==> src/rtl/ascon_ctrl_seq.sv <==
// ascon_ctrl_seq: control sequencer for the Ascon AEAD datapath
//
// Runs one AEAD operation per start request:
// p^a init, AD blocks, domain separation, message blocks, final key, p^a final, tag.
//
// Ports:
//   clock_i        clock
//   resetb_i       asynchronous reset, active-low
//   start_i        start request, sampled in IDLE only
//   decrypt_i      mode, latched at start (1 = decrypt)
//   nb_ad_i        AD block count, latched at start (0 allowed)
//   nb_data_i      message block count, latched at start (0 allowed)
//   data_valid_i   block data valid on the datapath input
//   data_ready_o   controller accepting a block this cycle
//   round_o        round-constant index for the permutation
//   perm_en_o      apply one permutation round this cycle
//   load_o         select IV||K||N as state-register input
//   xorup_sel_o    0 none, 1 data block, 2 key (pre-final)
//   xordn_sel_o    0 none, 1 key (post-perm), 2 domain-separation bit
//   ena_reg_o      state-register write enable
//   ad_phase_o     current/accepted block is AD
//   dec_mode_o     latched decrypt flag
//   cipher_valid_o ciphertext/plaintext block valid
//   tag_valid_o    tag valid, one-cycle pulse
//   busy_o         high in every state except IDLE
module ascon_ctrl_seq #(
    parameter int ROUNDS_A = 12,
    parameter int ROUNDS_B = 6,
    parameter int BLK_W    = 8
) (
    input  logic             clock_i,
    input  logic             resetb_i,
    input  logic             start_i,
    input  logic             decrypt_i,
    input  logic [BLK_W-1:0] nb_ad_i,
    input  logic [BLK_W-1:0] nb_data_i,
    input  logic             data_valid_i,
    output logic             data_ready_o,
    output logic [3:0]       round_o,
    output logic             perm_en_o,
    output logic             load_o,
    output logic [1:0]       xorup_sel_o,
    output logic [1:0]       xordn_sel_o,
    output logic             ena_reg_o,
    output logic             ad_phase_o,
    output logic             dec_mode_o,
    output logic             cipher_valid_o,
    output logic             tag_valid_o,
    output logic             busy_o
);
    typedef enum logic [3:0] {
        IDLE, INIT, WAIT_AD, PB_AD, DOMSEP, WAIT_DATA, PB_DATA, FINAL_KEY, PA_FINAL, DONE
    } state_t;

    // Round counters always finish at 11, so shorter schedules start later.
    localparam logic [3:0] RND_A0 = 4'(12 - ROUNDS_A);
    localparam logic [3:0] RND_B0 = 4'(12 - ROUNDS_B);

    state_t           state_q, state_d;
    logic [3:0]       round_q, round_d;
    logic [BLK_W-1:0] ad_cnt_q, ad_cnt_d;
    logic [BLK_W-1:0] data_cnt_q, data_cnt_d;
    logic             dec_q, dec_d;
    logic             last_rnd;

    assign last_rnd   = round_q == 4'd11;
    assign round_o    = round_q;
    assign dec_mode_o = dec_q;
    assign busy_o     = state_q != IDLE;

    always_ff @(posedge clock_i or negedge resetb_i) begin
        if (!resetb_i) begin
            state_q    <= IDLE;
            round_q    <= '0;
            ad_cnt_q   <= '0;
            data_cnt_q <= '0;
            dec_q      <= 1'b0;
        end else begin
            state_q    <= state_d;
            round_q    <= round_d;
            ad_cnt_q   <= ad_cnt_d;
            data_cnt_q <= data_cnt_d;
            dec_q      <= dec_d;
        end
    end

    always_comb begin
        state_d        = state_q;
        round_d        = round_q;
        ad_cnt_d       = ad_cnt_q;
        data_cnt_d     = data_cnt_q;
        dec_d          = dec_q;
        data_ready_o   = 1'b0;
        perm_en_o      = 1'b0;
        load_o         = 1'b0;
        xorup_sel_o    = 2'd0;
        xordn_sel_o    = 2'd0;
        ena_reg_o      = 1'b0;
        ad_phase_o     = 1'b0;
        cipher_valid_o = 1'b0;
        tag_valid_o    = 1'b0;
        case (state_q)
            IDLE: begin
                if (start_i) begin
                    state_d    = INIT;
                    round_d    = RND_A0;
                    dec_d      = decrypt_i;
                    ad_cnt_d   = nb_ad_i;
                    data_cnt_d = nb_data_i;
                end
            end
            INIT: begin
                perm_en_o   = 1'b1;
                ena_reg_o   = 1'b1;
                round_d     = round_q + 4'd1;
                // the first INIT round is the only one that still holds the start value
                load_o      = round_q == RND_A0;
                xordn_sel_o = last_rnd ? 2'd1 : 2'd0;
                if (last_rnd) state_d = ad_cnt_q != '0 ? WAIT_AD : DOMSEP;
            end
            WAIT_AD: begin
                data_ready_o = 1'b1;
                ad_phase_o   = 1'b1;
                ena_reg_o    = data_valid_i;
                xorup_sel_o  = data_valid_i ? 2'd1 : 2'd0;
                if (data_valid_i) begin
                    ad_cnt_d = ad_cnt_q - 1'b1;
                    round_d  = RND_B0;
                    state_d  = PB_AD;
                end
            end
            PB_AD: begin
                perm_en_o = 1'b1;
                ena_reg_o = 1'b1;
                round_d   = round_q + 4'd1;
                if (last_rnd) state_d = ad_cnt_q != '0 ? WAIT_AD : DOMSEP;
            end
            DOMSEP: begin
                xordn_sel_o = 2'd2;
                ena_reg_o   = 1'b1;
                state_d     = data_cnt_q != '0 ? WAIT_DATA : FINAL_KEY;
            end
            WAIT_DATA: begin
                data_ready_o   = 1'b1;
                ena_reg_o      = data_valid_i;
                cipher_valid_o = data_valid_i;
                xorup_sel_o    = data_valid_i ? 2'd1 : 2'd0;
                if (data_valid_i) begin
                    data_cnt_d = data_cnt_q - 1'b1;
                    // the last message block goes straight to finalisation without p^b
                    if (data_cnt_q == BLK_W'(1)) begin
                        state_d = FINAL_KEY;
                    end else begin
                        state_d = PB_DATA;
                        round_d = RND_B0;
                    end
                end
            end
            PB_DATA: begin
                perm_en_o = 1'b1;
                ena_reg_o = 1'b1;
                round_d   = round_q + 4'd1;
                if (last_rnd) state_d = WAIT_DATA;
            end
            FINAL_KEY: begin
                xorup_sel_o = 2'd2;
                ena_reg_o   = 1'b1;
                round_d     = RND_A0;
                state_d     = PA_FINAL;
            end
            PA_FINAL: begin
                perm_en_o   = 1'b1;
                ena_reg_o   = 1'b1;
                round_d     = round_q + 4'd1;
                xordn_sel_o = last_rnd ? 2'd1 : 2'd0;
                if (last_rnd) state_d = DONE;
            end
            DONE: begin
                tag_valid_o = 1'b1;
                // leave IDLE fully quiet: round index and mode return to zero
                round_d     = '0;
                dec_d       = 1'b0;
                state_d     = IDLE;
            end
            default: state_d = IDLE;
        endcase
    end
endmodule
==> config.mk <==
export PLATFORM = sky130hd
export DESIGN_NAME = ascon_ctrl_seq
export DESIGN_NICKNAME = d
export VERILOG_FILES = /design/src/rtl/ascon_ctrl_seq.sv
export SDC_FILE = /design/constraint.sdc
export NUM_CORES = 1
export LEC_CHECK = 0
export ABC_AREA = 1
export BUFFER_PORTS_ARGS = -buffer_cell sky130_fd_sc_hd__buf_4
export CAP_MARGIN = 20
export CORE_UTILIZATION = 55
export CTS_BUF_LIST = sky130_fd_sc_hd__clkbuf_2 sky130_fd_sc_hd__clkbuf_4 sky130_fd_sc_hd__clkbuf_8
export CTS_CLUSTER_DIAMETER = 40
export DETAILED_ROUTE_END_ITERATION = 10
export HOLD_SLACK_MARGIN = 0.12
export PLACE_DENSITY = 0.92
export RECOVER_POWER = 100
export SLEW_MARGIN = 20
export SYNTH_ARGS = -nofsm -noshare
export SYNTH_HDL_FRONTEND = slang
export SYNTH_SLANG_ARGS = --single-unit
==> constraint.sdc <==
create_clock -name clock_i -period 1.9 [get_ports clock_i]
set_input_delay 0.38 -clock clock_i [delete_from_list [all_inputs] [get_ports clock_i]]
set_output_delay 0.38 -clock clock_i [all_outputs]
set_load 0.03 [all_outputs]
==> reports/qor.csv, run 1 <==
metric,value,unit
GRT Residual Overflow,0,
final worst slack,-137.5,ps
port bufs,37,
number of global-route vias before repair,1911,
hold worst-path end,dec_mode_o$_DFFE_PN0P_,
PD cells,1636,nW/um^2
Setup Viol. Count Final,8,
HP Start,decrypt_i,
"CTS clk-pin slew, worst paths",140,ps
largest net degree at the start of global routing,26,
Pleak,1.263,nW
Tot Pwr,3.859,mW
die footprint,3447,sq um
Layout Utilization,77.25,%
"Area growth, synth to finish",33.31,%
number of buffers on the longest clock path,2,
unrepaired setup endpoints after global routing,yes,
CORE AREA,3053,sq um
RD Place Congestion,0.9093,
crit end category,flip-flop,
achievable frequency,490.8,MHz
placed instance area,2130,sq um
final period utilization,107.2,%
"flops & latches, synth",25,
layout cells sized above 1,26.79,%
maximum vdd drop,0.0008523,V
Setup CP Type,flip-flop to flip-flop,
DRC Markers,0,
Avg Inst Size Synth,6.387,sq um
cells on worst reg2reg path,10,
final hold vios,0,
sequential cell area fraction in the yosys report,35.36,%
First DRT Iteration DRCs,216,
Post-Place Worst Slack,211.2,ps
iteration count of the initial detailed-routing pass,5,
CP Buf/Inv Count,6,
DR vias,2090,
Crit Path Max Fanout,10,
cells along the critical path,"nor2_4, nand2_2, buf_4, buf_4, buf_4, buf_4, buf_4, buf_4, o21ai_0, nand2_1",
count of final max-slew check failures,0,
ant diodes,0,
Sink Count,25,
internal reg-to-reg setup slack,-140,ps
Root Driver,clkbuf_4,
R2R Path End,ad_cnt_q[3]$_DFFE_PN0P_,
yosys warns,0,
CP arrival,2240,ps
Vias/cell,5.500,
placed cells,360,
initial antenna violation count,0,
Hold Path Cell Cnt,3,
ANT nets after route,0,
routing usage on met1,39.97,%
Reg2Reg Launch Point,state_q[0]$_DFFE_PN0P_,
status,"finished, violations left",
number of maximum-capacitance violations,0,
Post-Synthesis Cells,277,
die width,58.72,um
crit start category,flip-flop,
cell area after synthesis,1769,sq um
Sum Neg Setup Slack,-446.3,ps
failing checks,setup timing,
clock buffer count from CTS,3,
Clock Latency Late Sink,320,ps
Worst EP required,2100,ps
Slew HR,57.03,%
Top Family by Delay on Critical Path,buffers and inverters,
CTS tree,yes,
design area,2359,sq um
"commonest cells after routing, fill and taps aside","93 x nand2_1, 49 x buf_4, 33 x nor2_1",
DRT Wirelength,5.288,mm
syn_nets,303,
grt met3 use,4.396,%
largest stage delay on the critical path,520,ps
io pins,38,
post-DP HPWL,3.177,mm
Worst Skew,3.689,ps
Period minus WS final,2038,ps
Slowest cell on crit path,dfrtp_2,
"commonest non-fill, non-tap cell in the layout",nand2_1,
first-pass GRT wire length,8.280,mm
H-tree levels,1,
Hold Path Class,primary input to flip-flop,
Yosys cell types,27,
Top Usage Layer GRT,met2,
Die Height,58.72,um
Worst Max-Slew Pin Slew,644.5,ps
post-route non-filler standard cell count,380,
final net count,363,
row count,20,
Initial Utilization,57.95,%
GRT Util Overall,31.54,%
worst hold slack,293.7,ps
CP most frequent cell,buf_4,
met2 Use GR,55.01,%
routed len/inst,13.92,um
==> routing by layer <==
layer / wire length (um) / vias up / part of all wire, %
li1: - / 996 / -
met1: 2208 / 956 / 42
met2: 2531 / 115 / 48
met3: 414 / 23 / 7.8
met4: 133 / 0 / 2.5
met5: 0 / - / 0
==> final cells by class <==
type	instances	area [sq um]
Sequential cell	25	630.6
Timing Repair Buffer	59	435.4
Tap cell	44	55.05
Fill cell	239	694.4
Inverter	33	123.9
Multi-Input combinational cell	215	1084
Clock buffer	4	30.03
==> registers in the layout, summed over array words and instances, names as in the netlist <==
register    count
ad_cnt_q        8
data_cnt_q      8
dec_mode_o      1
round_o         4
state_q         4
==> synthesized netlist by cell type <==
cell type / n / area share (%)
nor2_1: 39 / 8.3
nand3_1: 22 / 6.2
buf_4: 1 / 0.42
nand3b_1: 1 / 0.42
dfrtp_1: 25 / 35
o22ai_1: 1 / 0.35
a21oi_1: 3 / 0.85
ha_1: 5 / 3.5
buf_2: 2 / 0.57
nand4_1: 2 / 0.71
xor2_1: 2 / 0.99
nor3_1: 3 / 0.85
o21ai_1: 3 / 0.85
o21ai_0: 22 / 6.2
nor2_2: 3 / 1.1
nand2_1: 97 / 21
inv_2: 2 / 0.42
o211ai_1: 1 / 0.42
nand3_2: 3 / 1.7
or2_2: 1 / 0.35
xnor2_1: 1 / 0.50
and2_0: 1 / 0.35
buf_6: 1 / 0.64
nand2_2: 3 / 1.1
inv_1: 31 / 6.6
nor4_1: 1 / 0.35
a31oi_1: 1 / 0.35
==> worst min-delay path, delay by kind of cell <==
family | cells | cell delay (ps)
buffers and inverters | 1 | 80
AND/OR/NAND/NOR | 2 | 120
==> what timing repair did <==
action | CTS | global route
hold endpoints to repair | 25 | 0
buffers inserted | 14 | 1
setup endpoints to repair | 7 | 14
hold buffers | 1 | 0
resized for setup | 24 | 7
pin swaps | 4 | 1
==> where the power goes <==
| group | internal [mW] | total, mW | switching (mW) |
|---|---|---|---|
| clock network | 0.0965 | 0.259 | 0.163 |
| registers | 0.789 | 1.08 | 0.293 |
| logic | 0.927 | 2.52 | 1.59 |
| total | 1.81 | 3.86 | 2.05 |
==> kinds of logic (layout without fill, tap and decap cells) <==
| group | after synthesis | count (layout) | synth area share [%] |
|---|---|---|---|
| and+or+nand+nor | 176 | 176 | 41.94 |
| buffers and inverters | 37 | 96 | 8.628 |
| xor gates and xnor gates | 3 | 3 | 1.485 |
| AOI/OAI and AO/OA | 31 | 31 | 9.053 |
| adders and majority gates | 5 | 5 | 3.536 |
| DFF | 25 | 25 | 35.36 |
==> worst max path at each step <==
stage | from | to | depth (start not counted)
2_1_floorplan | state_q[2]$_DFFE_PN0P_ | ena_reg_o | 7
3_3_place_gp | state_q[0]$_DFFE_PN0P_ | cipher_valid_o | 5
3_5_place_dp | state_q[1]$_DFFE_PN0P_ | ena_reg_o | 9
4_1_cts | state_q[1]$_DFFE_PN0P_ | ena_reg_o | 9
5_1_grt | state_q[2]$_DFFE_PN0P_ | ena_reg_o | 7
6_report | state_q[0]$_DFFE_PN0P_ | ad_cnt_q[3]$_DFFE_PN0P_ | 10
Power figures use the tool's default switching activity.
==> inputs of run 2 (changes only) <==
--- a/config.mk
+++ b/config.mk
@@ -8,12 +8,13 @@
 export ABC_AREA = 1
 export BUFFER_PORTS_ARGS = -buffer_cell sky130_fd_sc_hd__buf_4
 export CAP_MARGIN = 20
-export CORE_UTILIZATION = 55
+export CORE_UTILIZATION = 56
 export CTS_BUF_LIST = sky130_fd_sc_hd__clkbuf_2 sky130_fd_sc_hd__clkbuf_4 sky130_fd_sc_hd__clkbuf_8
 export CTS_CLUSTER_DIAMETER = 40
+export CTS_CLUSTER_SIZE = 30
 export DETAILED_ROUTE_END_ITERATION = 10
 export HOLD_SLACK_MARGIN = 0.12
-export PLACE_DENSITY = 0.92
+export PLACE_DENSITY = 0.94
 export RECOVER_POWER = 100
 export SLEW_MARGIN = 20
 export SYNTH_ARGS = -nofsm -noshare
==> run 2 against run 1 <==
The run still ends with setup timing left. Worst setup slack got worse by 15 ps. Clock-buffer cell count did not move. Via count increased by 1.9%. Total power is 4.4% higher. Sequential power is essentially flat. Largest power group unchanged. Largest cell class unchanged. Critical endpoint is now ena_reg_o. Flip-flop and latch count unchanged. Cell count rose by 0.26%. Fmax decreased by 0.74%.
==> reports/qor.csv, run 2 (synthesis gave the netlist of run 1 again) <==
metric,value,unit
status,"finished, violations left",
failing checks,setup timing,
Sink Count,25,
Root Driver,clkbuf_4,
RD Place Congestion,0.9232,
port bufs,37,
biggest regs,"ad_cnt_q: 8 flops, data_cnt_q: 8 flops",
"commonest cells after routing, fill and taps aside","90 x nand2_1, 49 x buf_4, 32 x nor2_1",
ant diodes,0,
die width,58.21,um
row count,20,
die footprint,3388,sq um
crit end category,output port,
initial antenna violation count,0,
Period minus WS final,2053,ps
layout cells sized above 1,29.67,%
Crit Path Max Fanout,5,
io pins,38,
worst hold slack,271.9,ps
first-pass GRT wire length,8.217,mm
"Area growth, synth to finish",37.84,%
number of maximum-capacitance violations,0,
unrepaired setup endpoints after global routing,yes,
Vias/cell,5.591,
count of final max-slew check failures,0,
Sum Neg Setup Slack,-768.8,ps
internal reg-to-reg setup slack,-40,ps
cells on worst reg2reg path,11,
achievable frequency,487.2,MHz
GRT Util Overall,31.81,%
Setup Viol. Count Final,12,
Worst EP required,1520,ps
CTS tree,yes,
R2R Path End,ad_cnt_q[3]$_DFFE_PN0P_,
"CTS clk-pin slew, worst paths",140,ps
number of global-route vias before repair,1869,
routed len/inst,14.33,um
Pleak,1.288,nW
Initial Utilization,58.43,%
final hold vios,0,
number of buffers on the longest clock path,2,
largest net degree at the start of global routing,26,
First DRT Iteration DRCs,168,
Slew HR,56.50,%
Reg2Reg Launch Point,state_q[1]$_DFFE_PN0P_,
ANT nets after route,0,
GRT Residual Overflow,0,
H-tree levels,1,
fillers,200,
Worst Skew,1.270,ps
final worst slack,-152.7,ps
CORE AREA,3028,sq um
DRC Markers,0,
final net count,364,
Worst Max-Slew Pin Slew,652.5,ps
Tot Pwr,4.030,mW
crit start category,flip-flop,
hold worst-path end,dec_mode_o$_DFFE_PN0P_,
final period utilization,108.0,%
PD cells,1653,nW/um^2
post-DP HPWL,3.151,mm
HP Start,decrypt_i,
Layout Utilization,80.54,%
iteration count of the initial detailed-routing pass,4,
Hold Path Cell Cnt,3,
Setup CP Type,flip-flop to output port,
"commonest non-fill, non-tap cell in the layout",nand2_1,
clock buffer count from CTS,3,
DR vias,2130,
DRT Wirelength,5.460,mm
CP arrival,1670,ps
maximum vdd drop,0.001006,V
Clock Latency Late Sink,350,ps
Hold Path Class,primary input to flip-flop,
Die Height,58.21,um
## run 2: changes by cell type in the layout (fill, tap and decap cells not counted), sizes merged
| cell | delta |
|---|---|
| buf | +6 |
| clkbuf | -5 |
## run 2: area by class of cell
cell class | count | area, sq um | area share [%]
clock buffers | 4 | 30.03 | 1.231
inverters | 33 | 126.4 | 5.182
multi-input cells | 215 | 1104 | 45.25
flip-flops and latches | 25 | 630.6 | 25.86
well taps | 44 | 55.05 | 2.258
repair buffers | 60 | 493.0 | 20.22
## run 2: worst max-delay path: stages, from the launching register on
cell     delay, ps
dfrtp_2        500
inv_2          110
nand2_1        100
nor2_4         180
nor2_4          60
inv_2           70
nand2_2         60
nand4_1        100
buf_6          150
## run 2: worst max-delay path by stage
stage               slack, ps  depth (start not counted)                   start   endpoint
floorplan                  10                          7  state_q[2]$_DFFE_PN0P_  ena_reg_o
global placement          240                          6  state_q[0]$_DFFE_PN0P_  ena_reg_o
detailed placement        210                          9  state_q[1]$_DFFE_PN0P_  ena_reg_o
CTS                       -50                          6  state_q[0]$_DFFE_PN0P_  ena_reg_o
global route             -210                          8  state_q[1]$_DFFE_PN0P_  ena_reg_o
finish                   -150                          8  state_q[1]$_DFFE_PN0P_  ena_reg_o
## run 2: metal layers
| metal | global-route usage, % | up-vias | routed length [um] |
|---|---|---|---|
| met3 | 4.464 | 27 | 364 |
| met2 | 51.89 | 135 | 2651 |
| met5 | 0 | - | 0 |
| met4 | 17.69 | 0 | 267 |
| li1 | - | 995 | - |
| met1 | 40.60 | 973 | 2177 |
## run 2: power breakdown
part / switching [mW] / internal (mW)
registers: 0.292 / 0.788
logic: 1.66 / 1.01
clock network: 0.180 / 0.0972
## run 2: what timing repair did
| action | 4_1_cts | 5_1_grt |
|---|---|---|
| endpoints found under the setup margin | 9 | 15 |
| hold buffers | 1 | 0 |
| hold endpoints to repair | 25 | 0 |
| gates resized for setup | 26 | 15 |
| pin swaps | 5 | 3 |
| setup buffers | 12 | 4 |
## run 2: stage by stage
| stage | setup slack (ps) | cell area [sq um] | std cells |
|---|---|---|---|
| floorplan | 13.73 | 1780 | 277 |
| global placement | 235.1 | 2130 | 360 |
| detailed placement | 210.5 | 2130 | 360 |
| CTS | -54.41 | 2354 | 377 |
| global route | -214.8 | 2439 | 381 |
| finish | -152.7 | 2439 | 381 |
==> inputs of run 3 (changes only) <==
==> constraint.sdc (replaced) <==
create_clock -name clock_i -period 1.9 [get_ports clock_i]
set_input_delay 0.19 -clock clock_i [delete_from_list [all_inputs] [get_ports clock_i]]
set_output_delay 0.19 -clock clock_i [all_outputs]
set_load 0.03 [all_outputs]
==> run 3 against run 2 <==
The flow now finishes without violations. Utilization shrank 5.3 points. Largest power group unchanged. Combinational power is 14% lower. Die area did not move. Final area shrank 6.6%. Clock power decreased by 9.4%. Cell count down 2.6%. Register-to-register slack better by 380 ps. Largest cell class unchanged.
==> reports/qor.csv, run 3 (synthesis gave the netlist of run 1 again) <==
metric,value,unit
design area,2278,sq um
Post-Place Worst Slack,258.4,ps
ANT nets after route,0,
Slew HR,10.22,%
Pleak,1.218,nW
Worst Max-Slew Pin Slew,1347,ps
CORE AREA,3028,sq um
Root Driver,clkbuf_4,
final hold vios,0,
row count,20,
Clock Latency Late Sink,330,ps
number of global-route vias before repair,1648,
biggest regs,"ad_cnt_q: 8 flops, data_cnt_q: 8 flops",
Hold Path Class,primary input to flip-flop,
post-route non-filler standard cell count,371,
unrepaired setup endpoints after global routing,yes,
post-DP HPWL,3.122,mm
first-pass GRT wire length,7.169,mm
Reg2Reg Launch Point,state_q[3]$_DFFE_PN0P_,
Setup Viol. Count Final,0,
routed len/inst,11.92,um
placed instance area,2107,sq um
cells on worst reg2reg path,9,
ant diodes,0,
initial antenna violation count,0,
HP Start,nb_data_i[5],
die footprint,3388,sq um
placed cells,357,
number of buffers on the longest clock path,2,
CP arrival,1660,ps
"commonest cells after routing, fill and taps aside","95 x nand2_1, 43 x buf_4, 33 x nor2_1",
"Area growth, synth to finish",28.78,%
internal reg-to-reg setup slack,340,ps
status,finished clean,
First DRT Iteration DRCs,84,
DRT Wirelength,4.422,mm
hold worst-path end,data_cnt_q[5]$_DFFE_PN0P_,
R2R Path End,round_o[2]$_DFFE_PN0P_,
port bufs,37,
io pins,38,
Period minus WS final,1855,ps
Layout Utilization,75.25,%
Vias/cell,5.151,
Hold Path Cell Cnt,5,
number of maximum-capacitance violations,0,
Crit Path Max Fanout,6,
Initial Utilization,58.43,%
CTS tree,yes,
final period utilization,97.63,%
H-tree levels,1,
Worst EP required,1710,ps
"commonest non-fill, non-tap cell in the layout",nand2_1,
count of final max-slew check failures,0,
final net count,354,
iteration count of the initial detailed-routing pass,4,
layout cells sized above 1,23.24,%
final worst slack,45.10,ps
PD cells,1587,nW/um^2
Die Height,58.21,um
crit start category,flip-flop,
DRC Markers,0,
achievable frequency,539.1,MHz
RD Place Congestion,0.8876,
crit end category,output port,
clock buffer count from CTS,3,
fillers,242,
largest net degree at the start of global routing,26,
"CTS clk-pin slew, worst paths",140,ps
GRT Util Overall,27.43,%
Worst Skew,2.730,ps
Tot Pwr,3.616,mW
Setup CP Type,flip-flop to output port,
Sink Count,25,
die width,58.21,um
maximum vdd drop,0.001013,V
GRT Residual Overflow,0,
DR vias,1911,
run 3: layout make-up:
type                            count  area [sq um]  share of cell area [%]
Clock buffer                        3         22.52                  0.9885
Sequential cell                    25         630.6                   27.68
Clock inverter                      1         5.005                  0.2197
Multi-Input combinational cell    215          1057                   46.40
Inverter                           33         126.4                   5.546
Tap cell                           44         55.05                   2.416
Timing Repair Buffer               50         381.6                   16.75
run 3: how the worst max path moves through the flow:
stage | start | end | slack [ps] | cells after the start
2_1_floorplan | state_q[2]$_DFFE_PN0P_ | ena_reg_o | 100 | 7
3_3_place_gp | state_q[3]$_DFFE_PN0P_ | round_o[2]$_DFFE_PN0P_ | 330 | 9
3_5_place_dp | state_q[1]$_DFFE_PN0P_ | ena_reg_o | 260 | 9
4_1_cts | state_q[1]$_DFFE_PN0P_ | ena_reg_o | -20 | 9
5_1_grt | state_q[2]$_DFFE_PN0P_ | ena_reg_o | -60 | 7
6_report | state_q[3]$_DFFE_PN0P_ | ena_reg_o | 50 | 6
run 3: power by group:
| part | total, mW | internal (mW) | leakage [nW] | switching (mW) |
|---|---|---|---|---|
| sequential | 1.07 | 0.788 | 0.304 | 0.282 |
| combinational | 2.29 | 0.825 | 0.896 | 1.47 |
| clock | 0.251 | 0.0793 | 0.0177 | 0.172 |
| total | 3.62 | 1.69 | 1.22 | 1.92 |
run 3: routing by layer:
metal,global-route usage [%],wire length (um)
met1,38.16,2099
met2,43.02,1977
met3,6.250,269
met4,7.823,76
met5,0,0
run 3: critical path, cell delays in order, from the launching register on:
cell	delay [ps]
dfrtp_2	490
inv_1	100
nand2_2	90
nor3_2	260
nor2_2	100
nand4_1	140
buf_6	150
run 3: stage by stage:
step	hold slack [ps]	TNS (ps)
after floorplan	-105.6	0
after CTS	144.6	-19.69
after global routing	161.5	-111.4
after global placement	113.6	0
final	140.0	0
after detailed placement	116.9	0
run 3: what timing repair did:
| action | in CTS | in global routing |
|---|---|---|
| setup endpoints to repair | 4 | 6 |
| buffers inserted | 2 | 4 |
| hold endpoints to repair | 28 | 0 |
| gates resized for setup | 6 | 16 |
| pin swaps | 0 | 1 |
| hold buffers | 4 | 0 |
